`src/rtl/multicycle_control_unit.sv`:
```
// Multicycle control FSM for Instruction_FD: ld, sd, add, sub, addi.
// Define BRANCH_EN to also decode beq/bne, with PC-relative branch targets.
module multicycle_control_unit #(
   parameter int unsigned             PC_WIDTH  = 32,
   parameter logic [PC_WIDTH-1:0]     RESET_PC  = '0,
   parameter int unsigned             CNT_WIDTH = 32
) (
   input  logic                 clk,
   input  logic                 rst,
   input  logic                 start,
   input  logic [31:0]          instruction,
   input  logic                 zero,
   output logic [PC_WIDTH-1:0]  PC_add,
   output logic                 PC_load,
   output logic                 WE_mem,
   output logic                 WE_reg,
   output logic [1:0]           OP_MEM_I,
   output logic                 ADD_SUB,
   output logic                 busy,
   output logic                 halted,
   output logic                 illegal,
   output logic [CNT_WIDTH-1:0] retired
);

   typedef enum logic [2:0] {
      S_IDLE,
      S_FETCH,
      S_DECODE,
      S_EXEC,
      S_NEXT,
      S_HALT
   } state_t;

   state_t               state_q, state_d;
   logic [PC_WIDTH-1:0]  pc_q, pc_d;
   logic [CNT_WIDTH-1:0] ret_q, ret_d;
   logic [31:0]          ir_q, ir_d;
   logic                 ill_q, ill_d;
   logic                 we_mem_q, we_mem_d;
   logic                 we_reg_q, we_reg_d;
   logic [1:0]           op_q, op_d;
   logic                 as_q, as_d;
   logic                 load_q, load_d;

   logic [6:0] opc;
   logic [2:0] f3;
   logic [6:0] f7;
   logic       is_ld, is_sd, is_add, is_sub, is_addi, is_br, legal;

   assign opc = instruction[6:0];
   assign f3  = instruction[14:12];
   assign f7  = instruction[31:25];

   assign is_ld   = (opc == 7'b0000011) && (f3 == 3'b011);
   assign is_sd   = (opc == 7'b0100011) && (f3 == 3'b011);
   assign is_add  = (opc == 7'b0110011) && (f3 == 3'b000)
                    && (f7 == 7'b0000000);
   assign is_sub  = (opc == 7'b0110011) && (f3 == 3'b000)
                    && (f7 == 7'b0100000);
   assign is_addi = (opc == 7'b0010011) && (f3 == 3'b000);
`ifdef BRANCH_EN
   assign is_br   = (opc == 7'b1100011)
                    && ((f3 == 3'b000) || (f3 == 3'b001));
`else
   assign is_br   = 1'b0;
`endif
   assign legal = is_ld | is_sd | is_add | is_sub | is_addi | is_br;

`ifdef BRANCH_EN
   // B-immediate is a byte offset; the PC counts words.
   logic [12:0]         bimm;
   logic [PC_WIDTH-1:0] br_off;
   logic                br_taken;

   assign bimm = {ir_q[31], ir_q[7], ir_q[30:25], ir_q[11:8], 1'b0};
   assign br_off = PC_WIDTH'(
      $signed({{(PC_WIDTH-13){bimm[12]}}, bimm}) >>> 2);
   assign br_taken = (ir_q[6:0] == 7'b1100011)
                     && (ir_q[12] ? !zero : zero);
`endif

   logic unused_ok;
   assign unused_ok = ^{zero, ir_q};

   always_comb begin
      state_d  = state_q;
      pc_d     = pc_q;
      ret_d    = ret_q;
      ir_d     = ir_q;
      ill_d    = ill_q;
      we_mem_d = 1'b0;
      we_reg_d = 1'b0;
      op_d     = op_q;
      as_d     = as_q;
      load_d   = 1'b0;
      unique case (state_q)
         S_IDLE: begin
            if (start) begin
               state_d = S_FETCH;
               load_d  = 1'b1;
            end
         end
         S_FETCH: state_d = S_DECODE;
         S_DECODE: begin
            ir_d = instruction;
            if (instruction == 32'h0) begin
               state_d = S_HALT;
            end else if (!legal) begin
               state_d = S_HALT;
               ill_d   = 1'b1;
            end else begin
               state_d = S_EXEC;
               unique case (1'b1)
                  is_ld: begin
                     op_d = 2'd1; as_d = 1'b0; we_reg_d = 1'b1;
                  end
                  is_sd: begin
                     op_d = 2'd1; as_d = 1'b0; we_mem_d = 1'b1;
                  end
                  is_add: begin
                     op_d = 2'd0; as_d = 1'b0; we_reg_d = 1'b1;
                  end
                  is_sub: begin
                     op_d = 2'd0; as_d = 1'b1; we_reg_d = 1'b1;
                  end
                  is_addi: begin
                     op_d = 2'd2; as_d = 1'b0; we_reg_d = 1'b1;
                  end
                  is_br: begin
                     op_d = 2'd0; as_d = 1'b1;
                  end
                  default: ;
               endcase
            end
         end
         S_EXEC: state_d = S_NEXT;
         S_NEXT: begin
`ifdef BRANCH_EN
            if (br_taken) pc_d = pc_q + br_off;
            else          pc_d = pc_q + PC_WIDTH'(1);
`else
            pc_d = pc_q + PC_WIDTH'(1);
`endif
            ret_d   = ret_q + CNT_WIDTH'(1);
            load_d  = 1'b1;
            state_d = S_FETCH;
         end
         S_HALT: state_d = S_HALT;
         default: state_d = S_IDLE;
      endcase
   end

   always_ff @(posedge clk) begin
      if (rst) begin
         state_q  <= S_IDLE;
         pc_q     <= RESET_PC;
         ret_q    <= '0;
         ir_q     <= '0;
         ill_q    <= 1'b0;
         we_mem_q <= 1'b0;
         we_reg_q <= 1'b0;
         op_q     <= 2'd0;
         as_q     <= 1'b0;
         load_q   <= 1'b0;
      end else begin
         state_q  <= state_d;
         pc_q     <= pc_d;
         ret_q    <= ret_d;
         ir_q     <= ir_d;
         ill_q    <= ill_d;
         we_mem_q <= we_mem_d;
         we_reg_q <= we_reg_d;
         op_q     <= op_d;
         as_q     <= as_d;
         load_q   <= load_d;
      end
   end

   assign PC_add   = pc_q;
   assign PC_load  = load_q;
   assign WE_mem   = we_mem_q;
   assign WE_reg   = we_reg_q;
   assign OP_MEM_I = op_q;
   assign ADD_SUB  = as_q;
   assign busy     = (state_q != S_IDLE) && (state_q != S_HALT);
   assign halted   = (state_q == S_HALT);
   assign illegal  = ill_q;
   assign retired  = ret_q;

endmodule

```
`config.mk`:
```
export PLATFORM = sky130hd
export DESIGN_NAME = multicycle_control_unit
export DESIGN_NICKNAME = d
export VERILOG_FILES = /design/src/rtl/multicycle_control_unit.sv
export SDC_FILE = /design/constraint.sdc
export NUM_CORES = 1
export LEC_CHECK = 0
export BUFFER_PORTS_ARGS = -buffer_cell sky130_fd_sc_hd__clkbuf_2
export CAP_MARGIN = 20
export CORE_MARGIN = 4
export CORE_UTILIZATION = 28
export DETAILED_ROUTE_END_ITERATION = 10
export GPL_TIMING_DRIVEN = 1
export PLACE_DENSITY = 0.57
export SLEW_MARGIN = 15
export SYNTH_ARGS = -nofsm -noshare
export SYNTH_HDL_FRONTEND = slang
export SYNTH_SLANG_ARGS = --single-unit
```
`constraint.sdc`:
```
create_clock -name clk -period 5.7 [get_ports clk]
set_input_delay 0.285 -clock clk [delete_from_list [all_inputs] [get_ports clk]]
set_output_delay 0.285 -clock clk [all_outputs]
set_load 0.005 [all_outputs]
```
Word-level counts from Yosys, hierarchy flattened
Index checks and enable logic that the tools add are counted.
{"block": "word_totals", "register_bits": 74, "elab_cells": 63, "output_inout_bits": 73, "in_bits": 36}
{"block": "op_classes", "addsub": 2, "n_mux": 10, "n_reduce_logical": 22, "bitwise": 7, "eq_ne": 13}
{"op": "adder 32 x 1 -> 32 bit (second input constant)", "count": 2}
{"op": "zero test 32 bit", "count": 1}
{"op": "equality test 7 x 6 -> 1 bit (second input constant)", "count": 3}
{"op": "case mux 3 bit (6 select lines)", "count": 1}
{"op": "OR reduction 4 bit", "count": 3}
{"op": "equality test 3 x 2 -> 1 bit (second input constant)", "count": 3}
{"op": "2-to-1 mux 3 bit", "count": 3}
{"op": "AND reduction 4 bit", "count": 2}
{"op": "equality test 7 x 2 -> 1 bit (second input constant)", "count": 1}
{"op": "equality test 7 x 5 -> 1 bit (second input constant)", "count": 1}
{"op": "logical AND 1 bit", "count": 7}
{"op": "zero test 7 bit", "count": 1}
{"op": "equality test 3 bit (second input constant)", "count": 2}
{"op": "zero test 3 bit", "count": 2}
{"op": "case mux 2 bit (3 select lines)", "count": 1}
{"op": "nonzero test 3 bit", "count": 2}
{"op": "OR 1 bit", "count": 4}
{"op": "case mux 1 bit (2 select lines)", "count": 2}
{"op": "OR reduction 2 bit", "count": 2}
{"op": "equality test 3 x 1 -> 1 bit (second input constant)", "count": 1}
{"op": "2-to-1 mux 1 bit", "count": 3}
{"op": "inequality test 3 bit (second input constant)", "count": 1}
{"op": "NOT 1 bit", "count": 3}
{"op": "AND reduction 3 bit", "count": 1}
{"op": "2 further kinds", "count": 2}

Longest topological paths before layout
Gate-level depths: netlist of the first run.
{"block": "depth", "depth_word": 9, "mapped_depth": 8, "mapped_depth_nobuf": 6}

Worst setup path before layout of the first run
Ideal clock, no wire load.
{"block": "synth_timing", "path_kind": "flip-flop to flip-flop", "from": "register ret_q[14] (netlist: retired[14])", "to": "register ret_q[31] (netlist: retired[31])", "period_less_slack_ns": 2.183, "stages_incl_launch_ff": 8, "t_required_ns": 5.630, "path_slack_ns": 3.517, "arrival_ns": 2.112, "path_buffers": 2, "setup_time_ns": 0.070, "path_cell_list": "dfxtp_1 nand4_2 or3_1 clkbuf_2 or4_1 buf_2 or3_1 a21oi_1"}
{"block": "synth_via", "elab_chain_len": 1}
{"element": "from (decl)", "line_no": "36", "rtl": "logic [CNT_WIDTH-1:0] ret_q, ret_d;"}
{"element": "from (signal assigned)", "line_no": "168", "rtl": "ret_q <= ret_d;"}
{"element": "adder 32 x 1 -> 32 bit", "line_no": "144", "rtl": "ret_d = ret_q + CNT_WIDTH'(1);"}
No other way between the ends.
A chain may end at the register's enable or synchronous reset.

Worst setup path in the final report of the first run
{"block": "layout_timing", "from": "register state_q[2]", "to": "register ret_q[31] (netlist: retired[31])"}
{"block": "layout_via", "elab_chain_len": 1}
{"element": "from (decl)", "line_no": "34", "rtl": "state_t state_q, state_d;"}
{"element": "from (signal assigned)", "line_no": "166", "rtl": "state_q <= state_d;"}
{"element": "equality test 3 bit", "line_no": "96", "rtl": "unique case (state_q)"}
No other way between the ends.

==> results of run 1 <==
-- metal layers --
| metal | vias up | wire length (um) |
|---|---|---|
| li1 | 1678 | - |
| met4 | 0 | 123 |
| met2 | 97 | 3936 |
| met1 | 1573 | 3951 |
| met5 | - | 0 |
| met3 | 11 | 616 |
-- worst reg2reg max path, cell delays in order (launching register included) --
cell,delay [ps]
sky130_fd_sc_hd__dfxtp_1,470
sky130_fd_sc_hd__nor3b_2,210
sky130_fd_sc_hd__buf_4,210
sky130_fd_sc_hd__nand4_1,430
sky130_fd_sc_hd__or4_1,730
sky130_fd_sc_hd__or3_1,400
sky130_fd_sc_hd__a21oi_1,140
-- metrics by stage --
step	power (mW)	hold slack (ps)
floorplan	0.5586	448.9
global placement	0.5797	456.6
detailed placement	0.5808	461.0
CTS	1.177	206.9
global route	1.201	218.1
finish	1.155	223.4
-- synthesized netlist by cell type, types with 2 or more instances --
master / count / area [sq um]
sky130_fd_sc_hd__ha_1: 2 / 25.02
sky130_fd_sc_hd__and3_1: 5 / 31.28
sky130_fd_sc_hd__buf_1: 2 / 7.510
sky130_fd_sc_hd__buf_2: 4 / 20.02
sky130_fd_sc_hd__o21ai_0: 9 / 45.04
sky130_fd_sc_hd__nand4_1: 17 / 106.4
sky130_fd_sc_hd__a21oi_1: 17 / 85.08
sky130_fd_sc_hd__nor3_1: 11 / 55.05
sky130_fd_sc_hd__dfxtp_1: 74 / 1481
sky130_fd_sc_hd__or4bb_1: 2 / 22.52
sky130_fd_sc_hd__nor2_1: 61 / 229.0
sky130_fd_sc_hd__a31oi_1: 2 / 12.51
sky130_fd_sc_hd__or4_1: 3 / 22.52
sky130_fd_sc_hd__or4b_2: 2 / 20.02
sky130_fd_sc_hd__xnor2_1: 36 / 315.3
sky130_fd_sc_hd__nor2b_1: 3 / 18.77
sky130_fd_sc_hd__or3_1: 14 / 87.58
sky130_fd_sc_hd__a31o_2: 2 / 17.52
sky130_fd_sc_hd__nand2b_1: 6 / 37.54
sky130_fd_sc_hd__nand2_1: 27 / 101.4
sky130_fd_sc_hd__clkbuf_1: 15 / 56.30
sky130_fd_sc_hd__and2_1: 3 / 18.77
sky130_fd_sc_hd__xor2_1: 13 / 113.9
sky130_fd_sc_hd__a211oi_1: 2 / 15.01
sky130_fd_sc_hd__nor4_1: 25 / 156.4
sky130_fd_sc_hd__or3b_1: 2 / 17.52
sky130_fd_sc_hd__inv_1: 16 / 60.06
sky130_fd_sc_hd__nand3_1: 18 / 90.09
sky130_fd_sc_hd__and4_1: 6 / 52.55
sky130_fd_sc_hd__or2_2: 6 / 37.54
-- power by group through the flow --
stage	sequential, mW	combinational, mW	clock (mW)
floorplan	0.534	0.0246	0
global placement	0.537	0.0425	0
detailed placement	0.537	0.0433	0
CTS	0.526	0.0433	0.607
global route	0.527	0.0477	0.626
finish	0.526	0.0421	0.586
-- cell families after synthesis --
| group | count (synthesis) |
|---|---|
| AO/OA/AOI/OAI | 39 |
| XOR/XNOR | 49 |
| adder cells (fa/ha/maj) | 2 |
| buffers and inverters | 38 |
| flip-flops | 74 |
| multiplexers | 3 |
| AND/OR/NAND/NOR | 217 |
-- worst paths after layout --
kind	startpoint	to	slack, ps	cells after the start
max	state_q[2]	retired[31]	3030	6
min	start	PC_load	220	3
max reg2reg	state_q[2]	retired[31]	3030	6
min reg2reg	OP_MEM_I[1]	OP_MEM_I[1]	470	2
-- area by class of cell --
class / count / area, sq um
well taps: 168 / 210.2
repair buffers: 109 / 550.5
flip-flops and latches: 74 / 1481
inverters: 16 / 60.06
clock buffers: 12 / 236.5
clock inverters: 3 / 65.06
fillers: 1309 / 7667
multi-input cells: 310 / 1891
==> flow_summary.toml, run 1 <==
[clock_network]
h-tree-depth = 3
ctsHoldBuffers = 0
clkSinkCount = 74
numCtsBuffers = 9
cts_root_buf = "sky130_fd_sc_hd__clkbuf_16"
clkTransAtPathRegs_ps = 50
cts_buffer_depth = 2
cts_resized = 0
post_cts_buffers = 0
clock_insertion_delay_worst_skew_ps = 330
cts_tree = "built"

[cells_and_area]
layout_common_cells = "sky130_fd_sc_hd__clkbuf_2 (107), sky130_fd_sc_hd__dfxtp_1 (74), sky130_fd_sc_hd__nor2_1 (61)"
n_antenna_cell = 0
drive_gt1_frac = 0.2595
final_core_utilization = 0.3695
area_growth_pct = 27.83
fin_nets = 558
final_cells = 692
design_area_sq_um = 4494
mostFrequentLayoutCell = "sky130_fd_sc_hd__clkbuf_2"

[yosys]
synth.yosys.warnings = 0
synth.net_count = 460
yosys-mux-area-fraction = 0.009253
post_synth_xor_area_fraction = 0.1221
synth_cells = 422
synth-compound-area-share = 0.06655
postSynth.asyncResetShare = 0
ys_dominant_reg_cell = "sky130_fd_sc_hd__dfxtp_1"
synth.ff_latch_count = 74
synth_simple_gate_area_frac = 0.3313
seq_area_frac_synth = 0.4214
synth_cell_type_count = 47
synth_area_per_cell_sq_um = 8.331
synth_enable_flop_cells = 0
synth_adder_area_share = 0.007117
synth_area_sq_um = 3516
synth_top_family_by_area = "simple AND/OR/NAND/NOR gates"

[sta]
clock.fmax_mhz = 374.5
setup_failing_eps_final = 0
worst-slew-pin-transition_ps = 642.6
max-slew-margin-rel = 0.5716
final.period_utilization = 0.4684
maxSlewViolCount = 0
timing.final.crit_period_ps = 2670
grt_setup_unrepaired = "no"
setup_total_negative_slack_ps = 0
layout_setup_ws_ps = 3030
finalHoldViolations = 0
worst_clock_skew_ps = 8.335

[power]
power_frac_comb = 0.036
switchingPower_uw = 234.1
power.share.sequential = 0.456
leakagePower_nw = 1.678
power_density_nw_per_um2 = 256.9
power.internal_uw = 920.5
sw_frac_of_total = 0.2028
pwr-share-clk = 0.508
worst_vdd_ir_mv = 0.1077

[worst_hold_path]
min_path_type = "in -> reg"

[place]
dpl_worst_slack_ps = 3028
placed_cells_incl_taps = 677
detailed_place_hpwl_um = 6424
dpl-instance-area_sq_um = 4193
finalWeightedCongestion = 0.8010
io_buffer_count = 107

[grt]
grt_pass1_wl_um = 14480
track_usage = 0.1223
use_met1 = 0.1493
grt_start_max_net_pins = 46
grt.overflow.total = 0
first_global_vias = 3150
antenna_violations_before_repair = 0
grt_util_met3 = 0.04571
global_route_layer_with_the_greatest_usage = "met2"
grt.met2_usage = 0.1942

[critical_path]
critPathLaunchType = "flop"
critPathCaptureType = "flop"
max_stage_delay_ps = 720
crit_arrival_ps = 2930
critical_path.n_buffers_inverters = 1
crit_path_cell_trace = "nor3b_2 -> buf_4 -> nand4_1 -> or4_1 -> or3_1 -> a21oi_1"
worst-endpoint-required_ps = 5960
crit_path_max_fanout = 13
crit_path_slowest_cell = "sky130_fd_sc_hd__or4_1"
largest_delay_share_family_worst_path = "simple AND/OR/NAND/NOR gates"
setup_cp_type = "reg -> reg"

[detailed_routing]
drt_drc_violations_left = 0
detail_route.iter0.violations = 146
totalWireLength_um = 8627
antenna_violating_nets_post_route = 0
viasPerCell = 4.854
drt_pre_antenna_iters = 4
wl_per_cell_um = 12.47
routed_vias = 3359

[outcome]
status = "finished, final reports clean"

[die]
boundaryPins = 109
design.die.area_sq_um = 14410
placement_rows = 40
initial_core_util = 0.2891
placeableCoreArea_sq_um = 12160
die_width_um = 120.1
floorplan.die.height_um = 120.1

[job]
number_of_maximum_capacitance_violations = 0
(Power assumes the default switching activity.)
==> run 2: changes to the inputs <==
==> constraint.sdc (replaced) <==
create_clock -name clk -period 2.8 [get_ports clk]
set_input_delay 0.14 -clock clk [delete_from_list [all_inputs] [get_ports clk]]
set_output_delay 0.14 -clock clk [all_outputs]
set_load 0.005 [all_outputs]
==> flow_summary.toml, run 2 (synthesis results as in run 1) <==
[detailed_routing]
drt_drc_violations_left = 0
totalWireLength_um = 8960
routed_vias = 3380
detail_route.iter0.violations = 142
antenna_violating_nets_post_route = 0
drt_pre_antenna_iters = 4
wl_per_cell_um = 12.89
viasPerCell = 4.863

[sta]
finalHoldViolations = 0
maxSlewViolCount = 0
setup_total_negative_slack_ps = 0
max-slew-margin-rel = 0.4149
worst_clock_skew_ps = 5.656
worst-slew-pin-transition_ps = 877.6
clock.fmax_mhz = 419.2
timing.final.crit_period_ps = 2386
setup_failing_eps_final = 0
final.period_utilization = 0.8520
grt_setup_unrepaired = "no"

[critical_path]
critPathCaptureType = "flop"
setup_cp_type = "reg -> reg"
crit_arrival_ps = 2630
max_stage_delay_ps = 560
worst_path_most_repeated_cell = "sky130_fd_sc_hd__or3b_1"
worst-endpoint-required_ps = 3040
crit_path_slowest_cell = "sky130_fd_sc_hd__or3_1"
crit_path_max_fanout = 9
critPathLaunchType = "flop"
crit_path_cell_trace = "or3b_1 -> or3_1 -> nor3_4 -> or3b_1 -> a21oi_1"

[grt]
antenna_violations_before_repair = 0
track_usage = 0.1247
first_global_vias = 3182
grt_start_max_net_pins = 41
grt_pass1_wl_um = 14700
grt.overflow.total = 0

[clock_network]
post_cts_buffers = 0
cts_resized = 0
cts_tree = "built"
clkSinkCount = 74
clock_insertion_delay_worst_skew_ps = 330
ctsHoldBuffers = 0
clkTransAtPathRegs_ps = 60
numCtsBuffers = 9
cts_buffer_depth = 2
cts_root_buf = "sky130_fd_sc_hd__clkbuf_16"
h-tree-depth = 3

[cells_and_area]
fin_nets = 560
area_growth_pct = 30.11
drive_gt1_frac = 0.2676
n_fill_cell = 1256
n_antenna_cell = 0
mostFrequentLayoutCell = "sky130_fd_sc_hd__clkbuf_2"
layout_common_cells = "sky130_fd_sc_hd__clkbuf_2 (107), sky130_fd_sc_hd__dfxtp_1 (74), sky130_fd_sc_hd__nor2_1 (61)"

[power]
worst_vdd_ir_mv = 0.4000
leakagePower_nw = 1.714
power_density_nw_per_um2 = 551.0
p_total_mw = 2.521

[place]
detailed_place_hpwl_um = 6621
finalWeightedCongestion = 0.8131
io_buffer_count = 107

[worst_hold_path]
min_path_type = "in -> reg"

[die]
die_width_um = 120.1
boundaryPins = 109
floorplan.die.height_um = 120.1
placement_rows = 40
design.die.area_sq_um = 14410
initial_core_util = 0.2891
placeableCoreArea_sq_um = 12160

[outcome]
status = "finished, final reports clean"

[job]
number_of_maximum_capacitance_violations = 0
## run 2: stage by stage
step                setup slack (ps)  utilization  instance area, sq um  hold slack (ps)  cells
CTS                            414.0       0.3761                  4574            56.86    695
finish                         414.3       0.3761                  4574            76.93    695
global placement               484.2       0.3470                  4220            412.8    679
detailed placement             424.5       0.3470                  4220            415.4    679
floorplan                      617.2            -                  3516            303.9    422
global route                   247.1       0.3761                  4574            60.46    695
## run 2: per-layer routing
metal | track usage | up-vias | routed length, um
met5 | 0 | - | 0
met1 | 0.1492 | 1592 | 4056
li1 | - | 1680 | -
met2 | 0.2076 | 103 | 4183
met3 | 0.04995 | 5 | 640
met4 | 0.03293 | 0 | 79
## run 2: final timing paths
check	from	cells after the start	end	slack, ps
worst max register to register	state_q[2]	5	PC_add[31]	410
worst min-delay path	start	3	PC_load	80
worst min register to register	OP_MEM_I[1]	2	OP_MEM_I[1]	460
worst max-delay path	state_q[2]	5	PC_add[31]	410
## run 2: cell type report
cell class / count / area, sq um / area share
Multi-Input combinational cell: 310 / 1891 / 0.4133
Sequential cell: 74 / 1481 / 0.3239
Timing Repair Buffer: 111 / 578.1 / 0.1264
Clock buffer: 12 / 256.5 / 0.05607
Tap cell: 168 / 210.2 / 0.04595
Clock inverter: 4 / 97.59 / 0.02133
Inverter: 16 / 60.06 / 0.01313
## run 2: power breakdown
group	total [mW]	internal, mW	switching, mW
clock network	1.36	0.920	0.440
registers	1.07	1.06	0.0112
logic	0.0897	0.0410	0.0486
## run 2: worst max-delay path, delay by kind of cell (launching register included)
kind             cells  cell delay [ps]
AO/OA/AOI/OAI        1              140
flip-flops           1              470
AND/OR/NAND/NOR      4             1690
